`src/rtl/uart_rx_fifo.sv`:
```
// rtl/uart_rx_fifo.sv - synchronised UART receive byte FIFO with error counters
// Bytes qualified by a rising Rx_VALID are queued first-word fall-through.
module uart_rx_fifo #(
  parameter int DEPTH  = 8,
  parameter int ADDR_W = 3
) (
  input  logic              clk,
  input  logic              reset,
  input  logic [7:0]        Rx_DATA,
  input  logic              Rx_VALID,
  input  logic              Rx_FERROR,
  input  logic              Rx_PERROR,
  input  logic              rd_en,
  input  logic              clr_flags,
  output logic [7:0]        rd_data,
  output logic              empty,
  output logic              full,
  output logic [ADDR_W:0]   count,
  output logic              overflow,
  output logic [7:0]        ferr_cnt,
  output logic [7:0]        perr_cnt
);

  localparam int CW = ADDR_W + 1;

  // bit 0 = valid, bit 1 = framing error, bit 2 = parity error
  logic [2:0]        s1_q, s1_d;
  logic [2:0]        s2_q, s2_d;
  logic [2:0]        dly_q, dly_d;
  logic [2:0]        rise;
  logic [1:0]        warm_q, warm_d;
  logic              armed_q, armed_d;
  logic [ADDR_W-1:0] wr_ptr_q, wr_ptr_d;
  logic [ADDR_W-1:0] rd_ptr_q, rd_ptr_d;
  logic [CW-1:0]     count_q, count_d;
  logic [7:0]        mem_q [DEPTH];
  logic [7:0]        mem_d [DEPTH];
  logic              ovf_q, ovf_d;
  logic [7:0]        ferr_q, ferr_d;
  logic [7:0]        perr_q, perr_d;
  logic              empty_w, full_w;
  logic              wr, pop, wr_ok;

  assign empty_w = (count_q == '0);
  assign full_w  = (count_q == CW'(DEPTH));
  assign rise    = s2_q & ~dly_q;

  always_comb begin
    s1_d     = {Rx_PERROR, Rx_FERROR, Rx_VALID};
    s2_d     = s1_q;
    dly_d    = s2_q;
    warm_d   = {warm_q[0], 1'b1};
    // s2 only reflects the real input once the sync chain has filled (warm_q[1]);
    // arming on the reset value would let a level held across release write.
    armed_d  = armed_q | (warm_q[1] & ~s2_q[0]);
    wr       = rise[0] & armed_q;
    pop      = rd_en & ~empty_w;
    wr_ok    = wr & (~full_w | pop);
    mem_d    = mem_q;
    wr_ptr_d = wr_ptr_q;
    rd_ptr_d = rd_ptr_q;
    if (wr_ok) begin
      mem_d[wr_ptr_q] = Rx_DATA;
      wr_ptr_d        = wr_ptr_q + 1'b1;
    end
    if (pop) begin
      rd_ptr_d = rd_ptr_q + 1'b1;
    end
    count_d = count_q + CW'(wr_ok) - CW'(pop);

    ovf_d  = ovf_q;
    ferr_d = ferr_q;
    perr_d = perr_q;
    if (clr_flags) begin
      ovf_d  = 1'b0;
      ferr_d = '0;
      perr_d = '0;
    end else begin
      if (wr && !wr_ok)                ovf_d  = 1'b1;
      if (rise[1] && ferr_q != 8'hFF)  ferr_d = ferr_q + 8'd1;
      if (rise[2] && perr_q != 8'hFF)  perr_d = perr_q + 8'd1;
    end
  end

  always_ff @(posedge clk or negedge reset) begin
    if (!reset) begin
      s1_q     <= '0;
      s2_q     <= '0;
      dly_q    <= '0;
      warm_q   <= '0;
      armed_q  <= 1'b0;
      wr_ptr_q <= '0;
      rd_ptr_q <= '0;
      count_q  <= '0;
      ovf_q    <= 1'b0;
      ferr_q   <= '0;
      perr_q   <= '0;
      for (int i = 0; i < DEPTH; i++) begin
        mem_q[i] <= '0;
      end
    end else begin
      s1_q     <= s1_d;
      s2_q     <= s2_d;
      dly_q    <= dly_d;
      warm_q   <= warm_d;
      armed_q  <= armed_d;
      wr_ptr_q <= wr_ptr_d;
      rd_ptr_q <= rd_ptr_d;
      count_q  <= count_d;
      ovf_q    <= ovf_d;
      ferr_q   <= ferr_d;
      perr_q   <= perr_d;
      mem_q    <= mem_d;
    end
  end

  assign rd_data  = empty_w ? 8'h00 : mem_q[rd_ptr_q];
  assign empty    = empty_w;
  assign full     = full_w;
  assign count    = count_q;
  assign overflow = ovf_q;
  assign ferr_cnt = ferr_q;
  assign perr_cnt = perr_q;

endmodule
```
`config.mk`:
```
export PLATFORM = sky130hd
export DESIGN_NAME = uart_rx_fifo
export DESIGN_NICKNAME = d
export VERILOG_FILES = /design/src/rtl/uart_rx_fifo.sv
export SDC_FILE = /design/constraint.sdc
export NUM_CORES = 1
export LEC_CHECK = 0
export ABC_CLOCK_PERIOD_IN_PS = 2250
export BUFFER_PORTS_ARGS = -buffer_cell sky130_fd_sc_hd__buf_2
export CORE_MARGIN = 10
export CORE_UTILIZATION = 50
export DETAILED_ROUTE_END_ITERATION = 10
export GPL_ROUTABILITY_DRIVEN = 0
export PLACE_DENSITY = 0.79
export SLEW_MARGIN = 20
export SYNTH_ARGS = -nofsm -noshare
export SYNTH_HDL_FRONTEND = slang
export SYNTH_SLANG_ARGS = --single-unit
```
`constraint.sdc`:
```
create_clock -name clk -period 2.25 [get_ports clk]
set_input_delay 0.225 -clock clk [delete_from_list [all_inputs] [get_ports clk]]
set_output_delay 0.225 -clock clk [all_outputs]
set_load 0.05 [all_outputs]
```
==> results of run 1 <==
logic make-up after synthesis:
logic type	count (synthesis)	synth area share, %
DFF	103	52.34
muxes	95	28.20
and+or+nand+nor	72	9.604
buffers and inverters	21	2.160
AOI/OAI and AO/OA	16	2.185
xor gates and xnor gates	14	2.490
adders and majority gates	11	2.947
other	1	0.07615
flip-flops by register name, summed over array words and instances (netlist names):
signal,flops
armed_q,1
count,4
dly_d,3
dly_q,3
ferr_cnt,8
mem_q,64
overflow,1
perr_cnt,8
rd_ptr_q,3
s1_q,3
warm_q,2
wr_ptr_q,3
critical path, stage by stage, from the launching register on:
cell	delay, ps
dfrtp_2	370
inv_2	50
buf_4	130
ha_4	150
and2b_2	240
o21ai_4	80
buf_12	170
or4_1	460
buf_12	170
mux2_2	260
cell usage in the layout, fill, tap and decap left out, types with 9 or more instances in the layout:
| cell | netlist | layout |
|---|---|---|
| mux2_2 | 26 | 26 |
| mux2i_1 | 12 | 12 |
| dfrtp_1 | 103 | 101 |
| mux2_4 | 41 | 41 |
| mux4_2 | 16 | 16 |
| xor2_1 | 11 | 11 |
| buf_2 | 3 | 44 |
| clkbuf_8 | 0 | 9 |
| nor2_1 | 27 | 27 |
| buf_4 | 1 | 21 |
worst min-delay path by stage:
stage               start                     to  slack, ps  cells after the start
4_1_cts        Rx_DATA[1]  mem_q[49]$_DFFE_PN0P_        190                      2
2_1_floorplan       reset      armed_q$_DFF_PN0_        -70                      0
6_report       Rx_DATA[1]  mem_q[49]$_DFFE_PN0P_        200                      2
5_1_grt        Rx_DATA[4]  mem_q[20]$_DFFE_PN0P_        200                      2
3_3_place_gp        reset     dly_q[0]$_DFF_PN0_        180                      1
3_5_place_dp        reset      armed_q$_DFF_PN0_        190                      1
what timing repair did:
action	CTS	global route
setup buffers	0	4
setup endpoints to repair	1	5
gates resized for setup	0	5
hold buffers	4	0
pin swaps	1	6
hold endpoints to repair	33	0
where the power goes:
group	internal (mW)	leakage [nW]	switching, mW
clock network	0.639	0.115	0.638
logic	1.80	1.34	1.92
registers	2.52	1.29	0.471
routing by layer:
layer,part of all wire (%),wire (um),global-route usage [%],vias to the layer above
li1,-,-,-,1339
met1,46,4427,18.45,1532
met2,49,4760,22.79,60
met3,4.0,386,2.881,13
met4,1.4,138,4.275,0
met5,0,0,0,-
layout make-up:
type	count	area [um^2]	share of cell area, %
clock buffer	9	123.9	2.116
clock inverter	7	100.1	1.710
inverter	10	40.04	0.6841
multi-input combinational	209	2325	39.72
sequential	103	2580	44.08
tap	133	166.4	2.843
timing repair buffer	74	518.0	8.850
per-stage QoR:
stage / total power, mW / util [%]
after floorplan: 5.760 / -
after global placement: 6.528 / 57.11
after detailed placement: 6.676 / 57.11
after CTS: 7.982 / 59.83
after global routing: 8.445 / 60.44
final: 7.984 / 60.44
==> impl_metrics.prom, run 1 <==
# TYPE chip_impl_metric gauge
chip_impl_info{name="status",value="finished clean"} 1
chip_impl_metric{name="worst_ir_drop_vdd",unit="mV"} 1.013
chip_impl_metric{name="drt_drc_violations_left",unit=""} 0
chip_impl_info{name="yosysTopAreaCell",value="dfrtp_1"} 1
chip_impl_info{name="ys_top_cells_by_area",value="dfrtp_1 52%, mux2_4 13%, mux4_2 7.3%"} 1
chip_impl_info{name="tritoncts_clock_tree",value="built"} 1
chip_impl_info{name="worst_setup_path_start_kind",value="flip-flop"} 1
chip_impl_metric{name="worst_ep_arrival_time",unit="ps"} 2440
chip_impl_metric{name="netlist.area_leader.share",unit="%"} 52.34
chip_impl_info{name="postSynth.topFlopCell",value="dfrtp_1"} 1
chip_impl_metric{name="static-leakage-power",unit="nW"} 2.744
chip_impl_info{name="endpoint",value="mem_q[57]$_DFFE_PN0P_"} 1
chip_impl_metric{name="hpwlAfterDp",unit="mm"} 6.717
chip_impl_info{name="endpoint_kind",value="flip-flop"} 1
chip_impl_metric{name="synth_enable_flop_cells",unit=""} 0
chip_impl_metric{name="place_inst",unit=""} 521
chip_impl_metric{name="grt_overflow",unit=""} 0
chip_impl_metric{name="fin_setup_tns",unit="ps"} 0
chip_impl_metric{name="wl_per_cell",unit="um"} 17.82
chip_impl_metric{name="min_period_over_period",unit="%"} 97.84
chip_impl_metric{name="antenna_violations_before_repair",unit=""} 0
chip_impl_metric{name="r2r.worst_path.cells",unit=""} 9
chip_impl_metric{name="fin_worst_hold_slack",unit="ps"} 204.2
chip_impl_metric{name="diodes",unit=""} 0
chip_impl_metric{name="n_fill_cell",unit=""} 726
chip_impl_metric{name="totalWireLength",unit="mm"} 9.713
chip_impl_metric{name="yosysUniqueCellTypes",unit=""} 47
chip_impl_metric{name="pre_cts_slack",unit="ps"} 11.31
chip_impl_metric{name="design.die.area",unit="mm^2"} 0.01422
chip_impl_metric{name="max_clock_freq",unit="GHz"} 0.4543
chip_impl_metric{name="power_density_cells",unit="mW/mm^2"} 1364
chip_impl_metric{name="yosys_register_bits",unit=""} 103
chip_impl_metric{name="layout-drive-gt1-share",unit="%"} 47.09
chip_impl_metric{name="die_y",unit="um"} 119.2
chip_impl_metric{name="die_width",unit="um"} 119.2
chip_impl_metric{name="layout.cell_area.non_filler",unit="mm^2"} 0.005853
chip_impl_metric{name="post_synth_inst_count",unit=""} 333
chip_impl_metric{name="nNetsFinal",unit=""} 433
chip_impl_metric{name="synth_area_per_cell",unit="um^2"} 14.79
chip_impl_metric{name="synth_sequential_area_ratio",unit="%"} 52.34
chip_impl_metric{name="area_growth_syn_to_layout",unit="%"} 18.85
chip_impl_metric{name="clock_latency",unit="ps"} 360
chip_impl_metric{name="maxCapViolations",unit=""} 0
chip_impl_metric{name="dr_iter_0_viols",unit=""} 241
chip_impl_metric{name="async_flop_share",unit="%"} 100.0
chip_impl_metric{name="firstDrtPassIters",unit=""} 4
chip_impl_metric{name="core_area",unit="mm^2"} 0.009684
chip_impl_metric{name="clk_pin_slew",unit="ps"} 100
chip_impl_metric{name="cts_max_path_buffers",unit=""} 2
chip_impl_metric{name="gr-usage-all-layers",unit="%"} 14.01
chip_impl_metric{name="finalWorstSetupSlack",unit="ps"} 48.60
chip_impl_metric{name="final.min_clock_period",unit="ps"} 2201
chip_impl_metric{name="maximum_number_of_pins_on_one_net_before_global_route_repair",unit=""} 51
chip_impl_info{name="worstSetupPathType",value="reg -> reg"} 1
chip_impl_metric{name="r2r_slack",unit="ps"} 50
chip_impl_metric{name="finalNonFillerCells",unit=""} 545
chip_impl_metric{name="mappedNetlistArea",unit="mm^2"} 0.004925
chip_impl_info{name="cts_root_buffer",value="clkbuf_8"} 1
chip_impl_info{name="grt_setup_unrepaired",value="true"} 1
chip_impl_metric{name="timing.final.setup_violations",unit=""} 0
chip_impl_info{name="rr_endpoint",value="mem_q[57]$_DFFE_PN0P_"} 1
chip_impl_metric{name="tritoncts.num_buffers",unit=""} 9
chip_impl_metric{name="placement.cell_area",unit="mm^2"} 0.005530
chip_impl_info{name="startpoint",value="count[2]$_DFF_PN0_"} 1
chip_impl_info{name="synth_top_cells_by_count",value="103 x dfrtp_1, 41 x mux2_4, 27 x nor2_1, 26 x mux2_2, 16 x mux4_2"} 1
chip_impl_metric{name="count_of_clock_tree_sinks",unit=""} 103
chip_impl_info{name="synth_most_common_cell",value="dfrtp_1"} 1
chip_impl_metric{name="pin_count",unit=""} 46
chip_impl_metric{name="max_slew_violations",unit=""} 0
chip_impl_metric{name="io_buffers",unit=""} 45
chip_impl_metric{name="fp-row-count",unit=""} 36
chip_impl_info{name="hold_path.class",value="in -> reg"} 1
chip_impl_metric{name="worst_pin_slew",unit="ps"} 607.7
chip_impl_metric{name="synthesis.yosys.warnings",unit=""} 0
chip_impl_metric{name="hold_viol_final",unit=""} 0
chip_impl_metric{name="cp_data_required_time",unit="ps"} 2490
chip_impl_metric{name="dr_total_vias",unit=""} 2944
chip_impl_info{name="critical_path.reg2reg.startpoint",value="count[2]$_DFF_PN0_"} 1
chip_impl_metric{name="timing.slew.headroom",unit="%"} 59.49
chip_impl_metric{name="grt_pass1_vias",unit=""} 3150
chip_impl_metric{name="syn_nets",unit=""} 359
chip_impl_metric{name="start_util",unit="%"} 50.85
chip_impl_metric{name="vias_per_cell",unit=""} 5.402
chip_impl_metric{name="critical_path_peak_fanout",unit=""} 11
chip_impl_metric{name="fin_skew",unit="ps"} 12.18
chip_impl_metric{name="htree_levels",unit=""} 3
chip_impl_metric{name="global_route_wire_length_before_repair",unit="mm"} 16.39
chip_impl_metric{name="drtAntennaViolNets",unit=""} 0
(Power assumes the default switching activity.)
==> inputs of run 2 (changes only) <==
--- a/config.mk
+++ b/config.mk
@@ -11,7 +11,7 @@
 export CORE_UTILIZATION = 50
 export DETAILED_ROUTE_END_ITERATION = 10
 export GPL_ROUTABILITY_DRIVEN = 0
-export PLACE_DENSITY = 0.79
+export PLACE_DENSITY = 0.7
 export SLEW_MARGIN = 20
 export SYNTH_ARGS = -nofsm -noshare
 export SYNTH_HDL_FRONTEND = slang
==> run 2 against run 1 <==
  * Count of clock-buffer cells in the layout grew 3
  * Combinational power is 2% lower
  * Routed wire length fell by 0.37%
  * Non-clock buffer count decreased by 1
  * Sequential share of layout area up 0.67 points
  * Highest routed layer unchanged
  * Die area unchanged
  * Cell area decreased by 1.5%
==> impl_metrics.prom, run 2 (synthesis results as in run 1) <==
# TYPE chip_impl_metric gauge
chip_impl_metric{name="count_of_clock_tree_sinks",unit=""} 103
chip_impl_metric{name="grt_pass1_vias",unit=""} 3115
chip_impl_metric{name="finalWorstSetupSlack",unit="ps"} 90.82
chip_impl_info{name="worstSetupPathType",value="reg -> reg"} 1
chip_impl_info{name="endpoint_kind",value="flip-flop"} 1
chip_impl_metric{name="fin_skew",unit="ps"} 9.616
chip_impl_metric{name="htree_levels",unit=""} 3
chip_impl_metric{name="min_period_over_period",unit="%"} 95.96
chip_impl_metric{name="dr_iter_0_viols",unit=""} 180
chip_impl_metric{name="timing.critical_path.slowest_cell_delay",unit="ps"} 410
chip_impl_metric{name="layout-drive-gt1-share",unit="%"} 46.23
chip_impl_metric{name="place_inst",unit=""} 521
chip_impl_metric{name="hpwlAfterDp",unit="mm"} 6.537
chip_impl_info{name="critical_path.cell_chain",value="inv_2 -> ha_1 -> or3b_4 -> o21ai_4 -> buf_4 -> nor3_4 -> buf_4 -> mux2_4"} 1
chip_impl_metric{name="max_clock_freq",unit="GHz"} 0.4631
chip_impl_metric{name="start_util",unit="%"} 50.85
chip_impl_metric{name="cp_data_required_time",unit="ps"} 2490
chip_impl_info{name="cp_top_family",value="buffers and inverters"} 1
chip_impl_metric{name="io_buffers",unit=""} 45
chip_impl_metric{name="hold_viol_final",unit=""} 0
chip_impl_metric{name="timing.final.setup_violations",unit=""} 0
chip_impl_metric{name="pin_count",unit=""} 46
chip_impl_metric{name="critical_path_peak_fanout",unit=""} 10
chip_impl_metric{name="totalWireLength",unit="mm"} 9.677
chip_impl_metric{name="wl_per_cell",unit="um"} 17.79
chip_impl_metric{name="critical_path.n_buffers_inverters",unit=""} 3
chip_impl_info{name="hold_path.class",value="in -> reg"} 1
chip_impl_metric{name="worst_ep_arrival_time",unit="ps"} 2400
chip_impl_metric{name="r2r.worst_path.cells",unit=""} 8
chip_impl_metric{name="diodes",unit=""} 0
chip_impl_info{name="status",value="finished clean"} 1
chip_impl_info{name="grt_setup_unrepaired",value="false"} 1
chip_impl_metric{name="die_y",unit="um"} 119.2
chip_impl_metric{name="firstDrtPassIters",unit=""} 4
chip_impl_metric{name="clock_latency",unit="ps"} 350
chip_impl_metric{name="gr-usage-all-layers",unit="%"} 14.03
chip_impl_metric{name="worst_ir_drop_vdd",unit="mV"} 0.9241
chip_impl_metric{name="static-leakage-power",unit="nW"} 2.703
chip_impl_metric{name="power_density_cells",unit="mW/mm^2"} 1336
chip_impl_info{name="startpoint",value="count[2]$_DFF_PN0_"} 1
chip_impl_info{name="rr_endpoint",value="mem_q[33]$_DFFE_PN0P_"} 1
chip_impl_metric{name="maxCapViolations",unit=""} 0
chip_impl_metric{name="design.die.area",unit="mm^2"} 0.01422
chip_impl_metric{name="tritoncts.num_buffers",unit=""} 9
chip_impl_metric{name="timing.slew.headroom",unit="%"} 54.60
chip_impl_info{name="worst_setup_path_start_kind",value="flip-flop"} 1
chip_impl_info{name="final_common_cell",value="dfrtp_1"} 1
chip_impl_metric{name="worst_pin_slew",unit="ps"} 681.0
chip_impl_metric{name="max_slew_violations",unit=""} 0
chip_impl_metric{name="antenna_violations_before_repair",unit=""} 0
chip_impl_info{name="slowest_cell_on_the_critical_path",value="dfrtp_2"} 1
chip_impl_metric{name="area_growth_syn_to_layout",unit="%"} 17.12
chip_impl_info{name="largest-register",value="mem_q"} 1
chip_impl_metric{name="global_route_wire_length_before_repair",unit="mm"} 16.38
chip_impl_metric{name="core_area",unit="mm^2"} 0.009684
chip_impl_metric{name="nNetsFinal",unit=""} 432
chip_impl_info{name="final_cell_mix",value="100 x dfrtp_1, 43 x buf_2, 41 x mux2_4"} 1
chip_impl_info{name="critical-path-top-cell-by-count",value="buf_4"} 1
chip_impl_metric{name="die_width",unit="um"} 119.2
chip_impl_metric{name="drt_drc_violations_left",unit=""} 0
chip_impl_metric{name="r2r_slack",unit="ps"} 90
chip_impl_info{name="endpoint",value="mem_q[33]$_DFFE_PN0P_"} 1
chip_impl_metric{name="clk_pin_slew",unit="ps"} 100
chip_impl_metric{name="n_fill_cell",unit=""} 772
chip_impl_metric{name="critical_path_depth",unit=""} 8
chip_impl_info{name="cts_root_buffer",value="clkbuf_8"} 1
chip_impl_metric{name="final.min_clock_period",unit="ps"} 2159
chip_impl_metric{name="grt_overflow",unit=""} 0
chip_impl_metric{name="vias_per_cell",unit=""} 5.335
chip_impl_metric{name="largest_register_ffs",unit=""} 64
chip_impl_metric{name="maximum_number_of_pins_on_one_net_before_global_route_repair",unit=""} 46
chip_impl_info{name="tritoncts_clock_tree",value="built"} 1
chip_impl_metric{name="dr_total_vias",unit=""} 2902
chip_impl_info{name="critical_path.reg2reg.startpoint",value="count[2]$_DFF_PN0_"} 1
chip_impl_metric{name="fp-row-count",unit=""} 36
chip_impl_metric{name="finish.utilization",unit="%"} 59.56
chip_impl_metric{name="cts_max_path_buffers",unit=""} 2
chip_impl_metric{name="drtAntennaViolNets",unit=""} 0
chip_impl_metric{name="pre_cts_slack",unit="ps"} 28.66
chip_impl_metric{name="finalNonFillerCells",unit=""} 544
==> run 2: cell count changes in the layout (fill, tap and decap cells not counted), sizes merged <==
cell / delta
inv: -2
clkbuf: +4
bufinv: -2
clkinvlp: +1
buf: -2
==> run 2: layout make-up <==
| cell class | count | area, um^2 | area share, % |
|---|---|---|---|
| Sequential cell | 103 | 2581 | 44.75 |
| Multi-Input combinational cell | 209 | 2311 | 40.07 |
| Timing Repair Buffer | 73 | 496.7 | 8.612 |
| Tap cell | 133 | 166.4 | 2.885 |
| Clock buffer | 12 | 145.1 | 2.516 |
| Inverter | 10 | 37.54 | 0.6508 |
| Clock inverter | 4 | 30.03 | 0.5206 |
==> run 2: worst min path at each step <==
| stage | from | endpoint | slack (ps) | cells after the start |
|---|---|---|---|---|
| after global routing | Rx_DATA[5] | mem_q[37]$_DFFE_PN0P_ | 210 | 2 |
| after detailed placement | reset | armed_q$_DFF_PN0_ | 210 | 1 |
| after CTS | Rx_DATA[5] | mem_q[21]$_DFFE_PN0P_ | 200 | 2 |
| after floorplan | reset | armed_q$_DFF_PN0_ | -70 | 0 |
| final | Rx_DATA[0] | mem_q[0]$_DFFE_PN0P_ | 210 | 2 |
| after global placement | reset | ferr_cnt[3]$_DFFE_PN0P_ | 200 | 1 |
==> run 2: through the flow <==
| stage | hold slack (ps) | area [um^2] | TNS (ps) | total power, mW |
|---|---|---|---|---|
| final | 214.3 | 5768 | 0 | 7.707 |
| after global routing | 210.4 | 5768 | 0 | 8.175 |
| after CTS | 204.4 | 5708 | 0 | 7.674 |
| after detailed placement | 209.0 | 5493 | 0 | 6.593 |
| after global placement | 200.6 | 5493 | 0 | 6.496 |
| after floorplan | -70.59 | 4985 | -971.2 | 5.760 |
==> run 2: worst reg2reg max path: cells and delay by family (launching register included) <==
family / cells / cell delay, ps
buffers and inverters: 3 / 540
and+or+nand+nor: 2 / 480
DFF: 1 / 410
muxes: 1 / 290
AOI/OAI and AO/OA: 1 / 190
adders and majority gates: 1 / 140
==> run 2: where the power goes <==
group	switching [mW]	internal [mW]
Sequential	0.495	2.52
Clock	0.614	0.439
Combinational	1.85	1.79
Total	2.96	4.75
==> run 2: layer usage <==
metal,up-vias,wire length [um],global-route usage [%]
met5,-,0,0
met4,0,81,2.977
met3,7,403,4.157
met2,47,4745,22.65
met1,1502,4447,18.30
li1,1346,-,-
==> run 2: what timing repair did <==
action                                  4_1_cts  5_1_grt
hold buffers                                  4        0
endpoints found under the hold margin        35        0
resized for setup                             0        5
setup buffers                                 0        2
endpoints found under the setup margin        0       60
==> inputs of run 3 (changes only) <==
--- a/config.mk
+++ b/config.mk
@@ -7,11 +7,13 @@
 export LEC_CHECK = 0
 export ABC_CLOCK_PERIOD_IN_PS = 2250
 export BUFFER_PORTS_ARGS = -buffer_cell sky130_fd_sc_hd__buf_2
+export CELL_PAD_IN_SITES_DETAIL_PLACEMENT = 1
+export CELL_PAD_IN_SITES_GLOBAL_PLACEMENT = 2
 export CORE_MARGIN = 10
-export CORE_UTILIZATION = 50
+export CORE_UTILIZATION = 38
 export DETAILED_ROUTE_END_ITERATION = 10
 export GPL_ROUTABILITY_DRIVEN = 0
-export PLACE_DENSITY = 0.7
+export PLACE_DENSITY = 0.73
 export SLEW_MARGIN = 20
 export SYNTH_ARGS = -nofsm -noshare
 export SYNTH_HDL_FRONTEND = slang
==> run 3 against run 2 <==
  * Hold slack got worse by 1.0 ps
  * Highest routed layer unchanged
  * Die area grew 26%
  * Routed wire length up 11%
  * Critical endpoint is now count[3]$_DFF_PN0_
  * Final cell count grew 7.2%
  * First-iteration DRC count fell by 23%
==> impl_metrics.prom, run 3 (synthesis results as in run 1) <==
# TYPE chip_impl_metric gauge
chip_impl_info{name="status",value="finished clean"} 1
chip_impl_metric{name="layout-drive-gt1-share",unit="%"} 46.96
chip_impl_metric{name="totalWireLength",unit="mm"} 10.75
chip_impl_metric{name="drtAntennaViolNets",unit=""} 0
chip_impl_metric{name="firstDrtPassIters",unit=""} 4
chip_impl_metric{name="hpwlAfterDp",unit="mm"} 7.170
chip_impl_metric{name="area_growth_syn_to_layout",unit="%"} 23.04
chip_impl_metric{name="cts_max_path_buffers",unit=""} 2
chip_impl_info{name="final_common_cell",value="dfrtp_1"} 1
chip_impl_metric{name="pin_count",unit=""} 46
chip_impl_metric{name="core_area",unit="mm^2"} 0.01267
chip_impl_metric{name="maximum_number_of_pins_on_one_net_before_global_route_repair",unit=""} 50
chip_impl_metric{name="max_clock_freq",unit="GHz"} 0.4602
chip_impl_metric{name="diodes",unit=""} 0
chip_impl_metric{name="finalWorstSetupSlack",unit="ps"} 77.15
chip_impl_metric{name="die_y",unit="um"} 133.8
chip_impl_metric{name="fin_setup_tns",unit="ps"} 0
chip_impl_metric{name="antenna_violations_before_repair",unit=""} 0
chip_impl_metric{name="gr-usage-all-layers",unit="%"} 12.53
chip_impl_metric{name="count_of_clock_tree_sinks",unit=""} 103
chip_impl_info{name="slowest_cell_on_the_critical_path",value="dfrtp_2"} 1
chip_impl_metric{name="htree_levels",unit=""} 3
chip_impl_info{name="largest-register",value="mem_q"} 1
chip_impl_metric{name="drt_drc_violations_left",unit=""} 0
chip_impl_info{name="hold_path.class",value="in -> reg"} 1
chip_impl_metric{name="totalPowerFinal",unit="mW"} 8.512
chip_impl_metric{name="finish.utilization",unit="%"} 47.82
chip_impl_info{name="grt_setup_unrepaired",value="true"} 1
chip_impl_metric{name="placement.cell_area",unit="mm^2"} 0.005609
chip_impl_metric{name="clock_latency",unit="ps"} 350
chip_impl_metric{name="design.die.area",unit="mm^2"} 0.01791
chip_impl_info{name="final_cell_mix",value="100 x dfrtp_1, 43 x buf_2, 41 x mux2_4"} 1
chip_impl_metric{name="hold_viol_final",unit=""} 0
chip_impl_metric{name="min_period_over_period",unit="%"} 96.57
chip_impl_metric{name="dr_iter_0_viols",unit=""} 138
chip_impl_metric{name="dr_total_vias",unit=""} 2933
chip_impl_metric{name="vias_per_cell",unit=""} 5.031
chip_impl_metric{name="timing.final.setup_violations",unit=""} 0
chip_impl_metric{name="static-leakage-power",unit="nW"} 2.793
chip_impl_metric{name="grt_pass1_vias",unit=""} 3261
chip_impl_metric{name="cp_data_required_time",unit="ps"} 2510
chip_impl_metric{name="max_slew_violations",unit=""} 0
chip_impl_metric{name="grt_overflow",unit=""} 0
chip_impl_metric{name="place_inst",unit=""} 559
chip_impl_info{name="tritoncts_clock_tree",value="built"} 1
chip_impl_metric{name="worst_ir_drop_vdd",unit="mV"} 0.7909
chip_impl_metric{name="start_util",unit="%"} 38.87
chip_impl_metric{name="critical_path_peak_fanout",unit=""} 3
chip_impl_metric{name="layout.cell_area.non_filler",unit="mm^2"} 0.006060
chip_impl_metric{name="fin_skew",unit="ps"} 7.541
chip_impl_info{name="worst_setup_path_start_kind",value="flip-flop"} 1
chip_impl_metric{name="worst_ep_arrival_time",unit="ps"} 2440
chip_impl_metric{name="global_route_wire_length_before_repair",unit="mm"} 17.72
chip_impl_metric{name="die_width",unit="um"} 133.8
chip_impl_metric{name="largest_register_ffs",unit=""} 64
chip_impl_info{name="cts_root_buffer",value="clkbuf_16"} 1
chip_impl_metric{name="wl_per_cell",unit="um"} 18.43
chip_impl_metric{name="clk_pin_slew",unit="ps"} 70
chip_impl_metric{name="maxCapViolations",unit=""} 0
chip_impl_metric{name="final.min_clock_period",unit="ps"} 2173
chip_impl_metric{name="fp-row-count",unit=""} 41
chip_impl_metric{name="io_buffers",unit=""} 45
chip_impl_metric{name="tritoncts.num_buffers",unit=""} 9
chip_impl_metric{name="timing.critical_path.slowest_cell_delay",unit="ps"} 420
chip_impl_info{name="critical-path-top-cell-by-count",value="ha_4"} 1
chip_impl_metric{name="finalNonFillerCells",unit=""} 583
chip_impl_metric{name="r2r_slack",unit="ps"} 80
chip_impl_metric{name="pre_cts_slack",unit="ps"} 37.74
chip_impl_info{name="worstSetupPathType",value="reg -> reg"} 1
chip_impl_info{name="critical_path.cell_chain",value="inv_4 -> ha_1 -> or3b_4 -> o21ai_4 -> ha_4 -> inv_2 -> ha_4 -> a21o_1 -> a21oi_2 -> xor2_1"} 1
chip_impl_metric{name="power_density_cells",unit="mW/mm^2"} 1405
chip_impl_metric{name="fin_worst_hold_slack",unit="ps"} 213.3
chip_impl_metric{name="nNetsFinal",unit=""} 432
chip_impl_info{name="endpoint_kind",value="flip-flop"} 1
==> run 3: cell types whose count changed in the layout (fill, tap and decap cells not counted), moves of 2 or more <==
cell	previous run	this run
buf_4	22	13
clkbuf_16	1	10
clkbuf_8	10	2
buf_12	2	9
buf_6	1	3
clkbuf_1	2	0
==> run 3: worst max-delay path, delay by kind of cell, from the launching register on <==
family	cells	cell delay, ps
AOI/OAI and AO/OA	3	500
xor gates and xnor gates	1	170
adders and majority gates	3	480
buffers and inverters	2	120
DFF	1	420
and+or+nand+nor	1	400
==> run 3: final cells by class <==
class	instances	area (um^2)
repair buffers	73	591.8
fillers	1290	6611
inverters	10	40.04
clock buffers	11	252.7
well taps	172	215.2
multi-input cells	209	2315
clock inverters	5	63.81
flip-flops and latches	103	2581
==> run 3: timing repair <==
| item | 4_1_cts | 5_1_grt |
|---|---|---|
| resized for setup | 0 | 9 |
| setup buffers | 0 | 3 |
| hold endpoints to repair | 36 | 0 |
| hold buffers | 4 | 0 |
| setup endpoints to repair | 0 | 57 |
==> run 3: final timing paths <==
path | end | cells after the start | from
worst max-delay path | count[3]$_DFF_PN0_ | 10 | count[2]$_DFF_PN0_
max in group asynchronous | mem_q[24]$_DFFE_PN0P_ | 3 | reset
worst min register to register | dly_d[2]$_DFF_PN0_ | 0 | s1_q[2]$_DFF_PN0_
min in group asynchronous | perr_cnt[6]$_DFFE_PN0P_ | 2 | reset
worst min-delay path | mem_q[20]$_DFFE_PN0P_ | 2 | Rx_DATA[4]
worst max register to register | count[3]$_DFF_PN0_ | 10 | count[2]$_DFF_PN0_
==> run 3: metal layers <==
| metal | track usage, % | vias to the layer above | wire, um |
|---|---|---|---|
| met5 | 0 | - | 0 |
| met4 | 4.172 | 0 | 146 |
| met3 | 3.398 | 11 | 441 |
| met2 | 20.84 | 38 | 5286 |
| met1 | 15.38 | 1541 | 4871 |
| li1 | - | 1343 | - |
==> run 3: report_power, final <==
| group | switching [mW] | internal (mW) |
|---|---|---|
| registers | 0.486 | 2.53 |
| logic | 1.93 | 1.91 |
| clock network | 0.717 | 0.934 |
| total | 3.14 | 5.37 |
